## config.mk

```make
export PLATFORM = sky130hd
export DESIGN_NAME = dbus_lsu
export DESIGN_NICKNAME = d
export VERILOG_FILES = /design/src/rtl/rv32.sv /design/src/rtl/saratoga.sv /design/src/rtl/lsu_align.sv /design/src/rtl/dbus_lsu.sv
export SDC_FILE = /design/constraint.sdc
export NUM_CORES = 1
export LEC_CHECK = 0
export BUFFER_PORTS_ARGS = -buffer_cell sky130_fd_sc_hd__buf_4
export CAP_MARGIN = 20
export CORE_MARGIN = 10
export CORE_UTILIZATION = 45
export CTS_CLUSTER_SIZE = 28
export DETAILED_ROUTE_END_ITERATION = 6
export GPL_ROUTABILITY_DRIVEN = 0
export GPL_TIMING_DRIVEN = 0
export PLACE_DENSITY_LB_ADDON = 0.08
export SETUP_SLACK_MARGIN = 0.4
export SKIP_CTS_REPAIR_TIMING = 1
export SYNTH_ARGS = -nofsm -noshare
export SYNTH_HDL_FRONTEND = slang
export SYNTH_SLANG_ARGS = --single-unit
```

## constraint.sdc

```tcl
create_clock -name clk -period 6.39 [get_ports clk]
set_clock_uncertainty 0.2 [all_clocks]
set_input_delay 0.3195 -clock clk [delete_from_list [all_inputs] [get_ports clk]]
set_output_delay 0.3195 -clock clk [all_outputs]
set_load 0.05 [all_outputs]
```

## src/rtl/rv32.sv

```systemverilog
// Shared RV32 datapath types.
package rv32;

  typedef logic [31:0] word;

endpackage

```

## src/rtl/saratoga.sv

```systemverilog
// Core-wide types for the saratoga load/store path.
package saratoga;

  typedef enum logic [1:0] {
    LSU_BYTE = 2'b00,
    LSU_HALF = 2'b01,
    LSU_WORD = 2'b10
  } lsu_size_t;

  typedef enum logic [1:0] {
    StIdle = 2'b00,
    StAcc0 = 2'b01,
    StAcc1 = 2'b10,
    StResp = 2'b11
  } lsu_state_t;

endpackage

```

## src/rtl/lsu_align.sv

```systemverilog
// Byte-lane alignment for the LSU: strobe mask, store-data shift, load merge and extension.
module lsu_align
  import saratoga::*;
(
  input  lsu_size_t   size,
  input  logic [1:0]  offset,
  input  logic        is_unsigned,
  input  rv32::word   st_data,
  input  logic [63:0] ld_raw,
  output logic [7:0]  mask,
  output logic [63:0] st_aligned,
  output rv32::word   ld_result
);

  logic [7:0] base_mask;
  rv32::word  data_mask;
  rv32::word  shifted;

  always_comb begin
    base_mask = 8'h00;
    data_mask = '0;
    unique case (size)
      LSU_BYTE: begin base_mask = 8'h01; data_mask = 32'h0000_00ff; end
      LSU_HALF: begin base_mask = 8'h03; data_mask = 32'h0000_ffff; end
      LSU_WORD: begin base_mask = 8'h0f; data_mask = 32'hffff_ffff; end
      default:  ;
    endcase
  end

  assign mask       = base_mask << offset;
  assign st_aligned = {32'b0, st_data & data_mask} << {offset, 3'b000};
  // Bytes above the access width fall out of the 32-bit window or are masked below.
  assign shifted    = 32'(ld_raw >> {offset, 3'b000});

  always_comb begin
    ld_result = '0;
    unique case (size)
      LSU_BYTE: ld_result = {{24{~is_unsigned & shifted[7]}}, shifted[7:0]};
      LSU_HALF: ld_result = {{16{~is_unsigned & shifted[15]}}, shifted[15:0]};
      LSU_WORD: ld_result = shifted;
      default:  ;
    endcase
  end

endmodule

```

## src/rtl/dbus_lsu.sv

```systemverilog
// Data-bus load/store unit: one request at a time, word-boundary crossings split into two
// bus cycles, single-cycle response back to the core.
module dbus_lsu
  import saratoga::*;
#(
  parameter int unsigned ADDR_W = 30
) (
  input  logic              clk,
  input  logic              rst,
  input  logic              req_valid,
  output logic              req_ready,
  input  logic              req_we,
  input  logic [31:0]       req_addr,
  input  logic [1:0]        req_size,
  input  logic              req_unsigned,
  input  rv32::word         req_wdata,
  output logic              resp_valid,
  output rv32::word         resp_rdata,
  output logic              resp_err,
  output logic              rd_en,
  output logic              wr_en,
  output logic [ADDR_W-1:0] addr,
  output rv32::word         wr_data,
  output logic [3:0]        wr_strobe,
  input  rv32::word         rd_data
);

  lsu_state_t  state_q, state_d;
  logic        we_q, uns_q, err_q;
  logic [31:0] addr_q;
  lsu_size_t   size_q;
  rv32::word   wdata_q, lo_q, hi_q;

  logic [7:0]        mask;
  logic [63:0]       st_aligned;
  rv32::word         ld_result;
  logic              split;
  logic [ADDR_W-1:0] word_addr;

  lsu_align u_align (
    .size        (size_q),
    .offset      (addr_q[1:0]),
    .is_unsigned (uns_q),
    .st_data     (wdata_q),
    .ld_raw      ({hi_q, lo_q}),
    .mask        (mask),
    .st_aligned  (st_aligned),
    .ld_result   (ld_result)
  );

  assign split     = |mask[7:4];
  assign word_addr = addr_q[ADDR_W+1:2];

  always_comb begin
    state_d = state_q;
    unique case (state_q)
      StIdle: if (req_valid) state_d = (req_size == 2'b11) ? StResp : StAcc0;
      StAcc0: state_d = split ? StAcc1 : StResp;
      StAcc1: state_d = StResp;
      StResp: state_d = StIdle;
      default: state_d = StIdle;
    endcase
  end

  always_ff @(posedge clk) begin
    if (rst) state_q <= StIdle;
    else     state_q <= state_d;
  end

  always_ff @(posedge clk) begin
    if (!rst && state_q == StIdle && req_valid) begin
      we_q    <= req_we;
      addr_q  <= req_addr;
      size_q  <= lsu_size_t'(req_size);
      uns_q   <= req_unsigned;
      wdata_q <= req_wdata;
      err_q   <= (req_size == 2'b11);
    end
    if (!rst && state_q == StAcc0) lo_q <= rd_data;
    if (!rst && state_q == StAcc1) hi_q <= rd_data;
  end

  // Outputs decode only from registered state; reset forces everything low immediately.
  always_comb begin
    req_ready  = 1'b0;
    resp_valid = 1'b0;
    resp_rdata = '0;
    resp_err   = 1'b0;
    rd_en      = 1'b0;
    wr_en      = 1'b0;
    addr       = '0;
    wr_data    = '0;
    wr_strobe  = 4'b0000;
    if (!rst) begin
      unique case (state_q)
        StIdle: req_ready = 1'b1;
        StAcc0: begin
          rd_en     = ~we_q;
          wr_en     = we_q;
          addr      = word_addr;
          wr_data   = st_aligned[31:0];
          wr_strobe = we_q ? mask[3:0] : 4'b0000;
        end
        StAcc1: begin
          rd_en     = ~we_q;
          wr_en     = we_q;
          addr      = word_addr + ADDR_W'(1);
          wr_data   = st_aligned[63:32];
          wr_strobe = we_q ? mask[7:4] : 4'b0000;
        end
        StResp: begin
          resp_valid = 1'b1;
          resp_err   = err_q;
          resp_rdata = (we_q || err_q) ? '0 : ld_result;
        end
        default: ;
      endcase
    end
  end

endmodule
```

==> results.md, run 1 <==
- Die span in x: 145 µm
- CTS tree: done
- Fmax: 282 MHz
- Post-synthesis sequential area ratio: 53.7%
- Port-buffer cells: 205
- Worst path slowest cell: a211oi_1
- Ys async rst share: 0%
- N_diodes: 0
- Seq pwr share: 36.4%
- Routed WL per cell: 21.4 µm
- Initial antenna violation count: 0
- Worst-Margin Slew: 0.962 ns
- Endpoint type of the worst setup path: output port
- Area occupied by registers: 3790 µm²
- Post-Syn Area: 7070 µm²
- Clock transition at the registers of the reported paths: 0.06 ns
- Most common cell in the netlist: edfxtp_1
- Fillers: 1156
- Total internal power: 1.94 mW
- GR Overflow Total: 0
- Startpoint types: flip-flop
- Crit-path cells: inv_1 -> ha_1 -> or2_2 -> clkbuf_1 -> o21ai_1 -> a211oi_1 -> buf_4
- Max rail drop VDD: 0.000218 V
- Skew-Pair Late Insertion Delay: 0.42 ns
- Critical path buffers and inverters: 3
- Min Tclk post-route: 3.55 ns
- Routed WL: 25900 µm
- FF-to-FF path depth: 4
- Synthesized Nets: 772
- First-iteration detailed-routing DRC count: 667
- Area grow syn2layout: 48.5%
- Core Region: 15300 µm²
- Setup violators final: 0
- Top Ports: 206
- Slew Viols, Final: 0
- Placed insts: 1077
- Initial Utilization: 46.1%
- Multi-input logic area: 3010 µm²
- Switching power: 1.17 mW
- Min Hold Slack: 0.0659 ns
- CP delay by family, top: compound AO/OA/AOI/OAI gates
- Hpwl dp: 17600 µm
- Share of cells above drive strength 1: 28.2%
- Combinational share of power: 33.2%
- Hold Crit Class: in2reg
- RR Startpoint: state_q[0]$_SDFFE_PP0P_
- Clock share of power: 30.4%
- Power density cells: 296 nW/µm²
- Die Area: 21100 µm²
- Inserted Clock Buffers: 17
- Final Cycle Share: 55.5%
- Vias: 6990
- H-tree Lvls: 4
- Cell variety after synth: 60
- # nets final: 1099
- Sw frac: 37.6%
- Slew HR: 35.9%
- CP Max Fanout: 9
- Worst path arrival time: 3.03 ns
- Synth Warn #: 0
- DRC viols: 0
- CP Launch Point: size_q[0]$_DFFE_PP_
- Clock tree buffer depth: 2
- Worst endpoint required time: 5.87 ns
- WS Path Type: reg2out
- Setup TNS: 0 ns
- Die height: 145 µm
- Critical Path Max Stage Delay: 0.51 ns
- Leading area contributor after synthesis: edfxtp_1
- Status: complete, no violations
- Global Route Usage Sum: 22.3%
- Hold path cells: 3
- Commonest cells post-synth: edfxtp_1 (125), nand2_1 (60), nor2_1 (60)
- Synth top area share: 53.1%
- CTS Root Cell: clkbuf_16
- Dominant cells by area after synthesis: edfxtp_1 (53%), mux2i_1 (6.8%), o21ai_0 (4.0%)
- Number of global-route vias before repair: 6584
- Cells after synthesis: 659
- Initial DRT Pass Iterations: 6
- Worst hold start: req_valid
- Ys flop type: edfxtp_1
- Avg Vias per Cell: 5.78
- Number of synthesized register bits: 127
- Mean Syn Cell Area: 10.7 µm²
- FP Rows: 45
- Number of synthesized flops with an enable pin: 125
- First-pass GRT wire length: 37500 µm
- DRT antenna net count: 0
- Instance count on the critical path: 7
- Pin count of the biggest net entering global routing: 70
- Final cell count without fillers: 1210
- Maxcap violations: 0
- CTS sink cnt: 127
- RSZ-0062 raised after global routing: no
- Pleak: 4.23 nW
- Final Hold Violating Endpoints: 0
## logic make-up after synthesis
kind of cell | Yosys count | synth area share [%]
compound gates | 191 | 17.1
xor+xnor | 3 | 0.372
fa+ha+maj | 10 | 1.77
buf+inv | 60 | 3.88
flops | 127 | 53.7
mux | 57 | 8.23
simple gates | 211 | 14.9
## power by group through the flow
| stage | clock network, mW | logic [mW] | registers, mW |
|---|---|---|---|
| 2_1_floorplan | 0 | 0.642 | 1.13 |
| 3_3_place_gp | 0 | 0.932 | 1.15 |
| 3_5_place_dp | 0 | 0.966 | 1.14 |
| 4_1_cts | 0.954 | 0.969 | 1.13 |
| 5_1_grt | 0.993 | 1.10 | 1.14 |
| 6_report | 0.942 | 1.03 | 1.13 |
## state kept, by name, summed over array words and instances (netlist names)
| name | count |
|---|---|
| addr_q | 32 |
| lo_q | 32 |
| wdata_q | 32 |
| hi_q | 24 |
| size_q | 2 |
| state_q | 2 |
| err_q | 1 |
| uns_q | 1 |
| we_q | 1 |
## layout by cell type, fill, tap and decap left out, types with 19 or more instances in the layout
cell	netlist	layout
dlygate4sd3_1	0	101
mux2i_1	48	48
buf_4	1	206
a21oi_1	39	39
nand3_1	21	21
nor2b_1	22	20
nand2_1	60	60
nor2_1	60	60
edfxtp_1	125	125
a22oi_1	19	19
clkbuf_1	26	26
o21ai_0	57	57
## through the flow
stage	setup WS [ns]	utilization (%)	area (µm²)	power [mW]
6_report	2.84	68.5	10500	3.10
5_1_grt	2.72	68.5	10500	3.23
4_1_cts	2.91	61.9	9480	3.05
3_5_place_dp	3.38	58.2	8920	2.11
3_3_place_gp	0.961	57.9	8870	2.08
2_1_floorplan	2.08	-	7070	1.77
## worst paths after layout
kind                            slack [ns]                      end
worst max-delay path                  2.84            resp_rdata[0]
worst min-delay path                  0.07  state_q[1]$_SDFFE_PP0P_
worst max register to register        4.12           we_q$_DFFE_PP_
worst min register to register        0.37  state_q[1]$_SDFFE_PP0P_
## tightest hold or removal path: stages
cell      delay [ns]
buf_4           0.08
nand2b_1        0.15
a211oi_1        0.08
## layout make-up
cell class | count | share of cell area (%)
buffer | 48 | 2.18
sequential | 127 | 36.2
timing repair buffer | 308 | 24.6
tap | 211 | 2.52
multi-input combinational | 472 | 28.7
clock buffer | 17 | 4.05
clock inverter | 15 | 1.35
inverter | 12 | 0.429
## metal layers
metal / vias to the layer above / part of all wire, % / global-route usage (%)
met5: - / 0 / 0
met4: 0 / 2.5 / 8.29
met3: 56 / 8.9 / 5.59
met2: 438 / 50 / 36.7
met1: 3342 / 39 / 27.7
li1: 3154 / - / -
(Power assumes the default switching activity.)
==> run 2: changes to the inputs <==
--- a/config.mk
+++ b/config.mk
@@ -5,6 +5,7 @@
 export SDC_FILE = /design/constraint.sdc
 export NUM_CORES = 1
 export LEC_CHECK = 0
+export ABC_AREA = 1
 export BUFFER_PORTS_ARGS = -buffer_cell sky130_fd_sc_hd__buf_4
 export CAP_MARGIN = 20
 export CORE_MARGIN = 10
==> constraint.sdc (replaced) <==
create_clock -name clk -period 3.7 [get_ports clk]
set_clock_uncertainty 0.2 [all_clocks]
set_input_delay 0.185 -clock clk [delete_from_list [all_inputs] [get_ports clk]]
set_output_delay 0.185 -clock clk [all_outputs]
set_load 0.05 [all_outputs]
==> results.md, run 2 <==
- Synthesized Nets: 1057 (was 772)
- Startpoint types: flip-flop (unchanged)
- Core Region: 17200 µm² (was 15300 µm²)
- Commonest cells post-synth: nand2_1 (247), edfxtp_1 (125), nor2_1 (91) (was edfxtp_1 (125), nand2_1 (60), nor2_1 (60))
- Routed WL: 29700 µm (was 25900 µm)
- Endpoint type of the worst setup path: output port (unchanged)
- Fillers: 1449 (was 1156)
- Clock tree buffer depth: 2 (unchanged)
- Global Route Usage Sum: 23.2% (was 22.3%)
- Clock transition at the registers of the reported paths: 0.06 ns (about the same)
- First-iteration detailed-routing DRC count: 803 (was 667)
- Regs by FF count: addr_q x32, lo_q x32, wdata_q x32 (unchanged)
- Die height: 152 µm (was 145 µm)
- Status: complete, no violations (unchanged)
- Top Ports: 206 (unchanged)
- Commonest cells after routing, fill and taps aside: nand2_1 (247), buf_4 (217), edfxtp_1 (125) (was buf_4 (206), edfxtp_1 (125), dlygate4sd3_1 (101))
- RSZ-0062 raised after global routing: no (unchanged)
- Dominant cells by area after synthesis: edfxtp_1 (48%), nand2_1 (12%), a21oi_1 (4.5%) (was edfxtp_1 (53%), mux2i_1 (6.8%), o21ai_0 (4.0%))
- CTS tree: done (unchanged)
- Fmax: 327 MHz
- Max rail drop VDD: 0.000367 V (was 0.000218 V)
- Leading area contributor after synthesis: edfxtp_1 (unchanged)
- Area grow syn2layout: 45.1% (was 48.5%)
- CTS sink cnt: 127 (unchanged)
- Die span in x: 152 µm (was 145 µm)
- CTS Root Cell: clkbuf_16 (unchanged)
- Number of synthesized flops with an enable pin: 125 (unchanged)
- H-tree Lvls: 4 (unchanged)
- Share of cells above drive strength 1: 26.9% (was 28.2%)
- Setup violators final: 0 (unchanged)
- Die Area: 23100 µm² (was 21100 µm²)
- Worst R2R End: hi_q[18]$_DFFE_PP_ (was we_q$_DFFE_PP_)
- Hpwl dp: 20700 µm (was 17600 µm)
- Worst path arrival time: 2.68 ns (was 3.03 ns)
- CP Launch Point: state_q[0]$_SDFFE_PP0P_ (was size_q[0]$_DFFE_PP_)
- Synth top area share: 47.8% (was 53.1%)
- Skew-Pair Late Insertion Delay: 0.43 ns (was 0.42 ns)
- FP Rows: 48 (was 45)
- Pre-CTS setup slack: 0.487 ns (was 3.38 ns)
- Synth Warn #: 0 (unchanged)
- N_diodes: 0 (unchanged)
- Total power: 5.22 mW (was 3.10 mW)
- First-pass GRT wire length: 42600 µm (was 37500 µm)
- WS Path Type: reg2out (unchanged)
- Pin count of the biggest net entering global routing: 59 (was 70)
- Vias: 8176 (was 6990)
- Mean Syn Cell Area: 8.32 µm² (was 10.7 µm²)
- Hold Crit Class: in2reg (unchanged)
- GR Overflow Total: 0 (unchanged)
- Final Worst Setup Slack: 0.638 ns (was 2.84 ns)
- Area after DPL: 9750 µm² (was 8920 µm²)
- Crit path capture: wr_data[29] (was resp_rdata[0])
- DRT antenna net count: 0 (unchanged)
- Avg Vias per Cell: 5.41 (was 5.78)
- Ys async rst share: 0% (unchanged)
- Ys flop type: edfxtp_1 (unchanged)
- Worst-Margin Slew: 0.860 ns (was 0.962 ns)
- Most common cell after layout, fill and taps aside: nand2_1 (was buf_4)
- Slew HR: 42.7% (was 35.9%)
- Post-Syn Area: 7850 µm² (was 7070 µm²)
- # nets final: 1386 (was 1099)
- Initial Utilization: 45.7% (was 46.1%)
- Maxcap violations: 0 (unchanged)
- FF-to-FF path depth: 5 (was 4)
- Post-synthesis sequential area ratio: 48.3% (was 53.7%)
- Most common cell in the netlist: nand2_1 (was edfxtp_1)
- Final Cycle Share: 82.7%
- Worst endpoint required time: 3.31 ns (was 5.87 ns)
- Inserted Clock Buffers: 17 (unchanged)
- Slew Viols, Final: 0 (unchanged)
- Initial antenna violation count: 0 (unchanged)
- Port-buffer cells: 205 (unchanged)
- Initial DRT Pass Iterations: 7 (was 6)
- Number of global-route vias before repair: 7600 (was 6584)
- Pleak: 4.84 nW (was 4.23 nW)
- R2R Setup Slk: 1.56 ns (was 4.12 ns)
- Number of synthesized register bits: 127 (unchanged)
- Power density cells: 458 nW/µm² (was 296 nW/µm²)
- Routed WL per cell: 19.6 µm (was 21.4 µm)
- Hold path cells: 4 (was 3)
- Cell variety after synth: 47 (was 60)
- DRC viols: 0 (unchanged)
- CP Max Fanout: 10 (was 9)
- RR Startpoint: state_q[0]$_SDFFE_PP0P_ (unchanged)
- Min Hold Slack: 0.0224 ns (was 0.0659 ns)
- Final Instance Area: 11400 µm² (was 10500 µm²)
- Final Hold Violating Endpoints: 0 (unchanged)
- Min Tclk post-route: 3.06 ns
- Cells after synthesis: 944 (was 659)
## run 2: layer usage
metal	global-route usage (%)	vias to the layer above	wire length, µm
li1	-	3861	-
met1	28.6	3795	12000
met2	37.5	446	14200
met3	6.32	74	2510
met4	9.17	0	944
met5	0	-	0
## run 2: area by class of cell
class,count,area [µm²],area share (%)
timing repair buffer,309,2610,22.9
sequential,127,3790,33.3
buffer,44,319,2.80
clock inverter,15,176,1.55
inverter,96,373,3.27
clock buffer,17,425,3.73
tap,225,282,2.47
multi-input combinational,678,3410,29.9
## run 2: cells by family (layout without fill, tap and decap cells)
| kind of cell | after synthesis | after routing | share of synthesized area (%) |
|---|---|---|---|
| AND/OR/NAND/NOR | 453 | 454 | 24.9 |
| AO/OA/AOI/OAI | 210 | 210 | 15.9 |
| buffers and inverters | 140 | 481 | 8.81 |
| adder cells (fa/ha/maj) | 10 | 10 | 1.59 |
| XOR/XNOR | 4 | 4 | 0.446 |
| flip-flops | 127 | 127 | 48.3 |
## run 2: metrics by stage
step | setup TNS (ns) | util (%) | instances
finish | 0 | 66.3 | 1511
global placement | -3.18 | 56.4 | 1374
detailed placement | 0 | 56.8 | 1376
CTS | 0 | 60.3 | 1408
global route | 0 | 66.3 | 1511
floorplan | 0 | - | 944
## run 2: worst min-delay path by stage
| stage | startpoint | end | slack (ns) |
|---|---|---|---|
| finish | rst | state_q[0]$_SDFFE_PP0P_ | 0.02 |
| global route | rst | state_q[0]$_SDFFE_PP0P_ | 0.03 |
| CTS | rd_data[25] | lo_q[25]$_DFFE_PP_ | -0.29 |
| detailed placement | req_wdata[5] | wdata_q[5]$_DFFE_PP_ | 0.16 |
| global placement | req_wdata[22] | wdata_q[22]$_DFFE_PP_ | 0.16 |
| floorplan | req_addr[0] | addr_q[0]$_DFFE_PP_ | 0.08 |
## run 2: worst max-delay path: stages (launching register included)
cell and delay (ns):
dfxtp_1 0.41, inv_1 0.12, ha_1 0.32, inv_1 0.06, nor2_2 0.16, inv_1 0.12
nor2_4 0.27, buf_4 0.27, nand2_1 0.07, a21oi_1 0.21, buf_4 0.25
## run 2: power by group
group          switching (mW)  leakage, nW  internal [mW]
Combinational            1.07         3.39          0.536
Clock                   0.728        0.288           1.02
Sequential              0.103         1.16           1.77
Total                    1.90         4.84           3.32
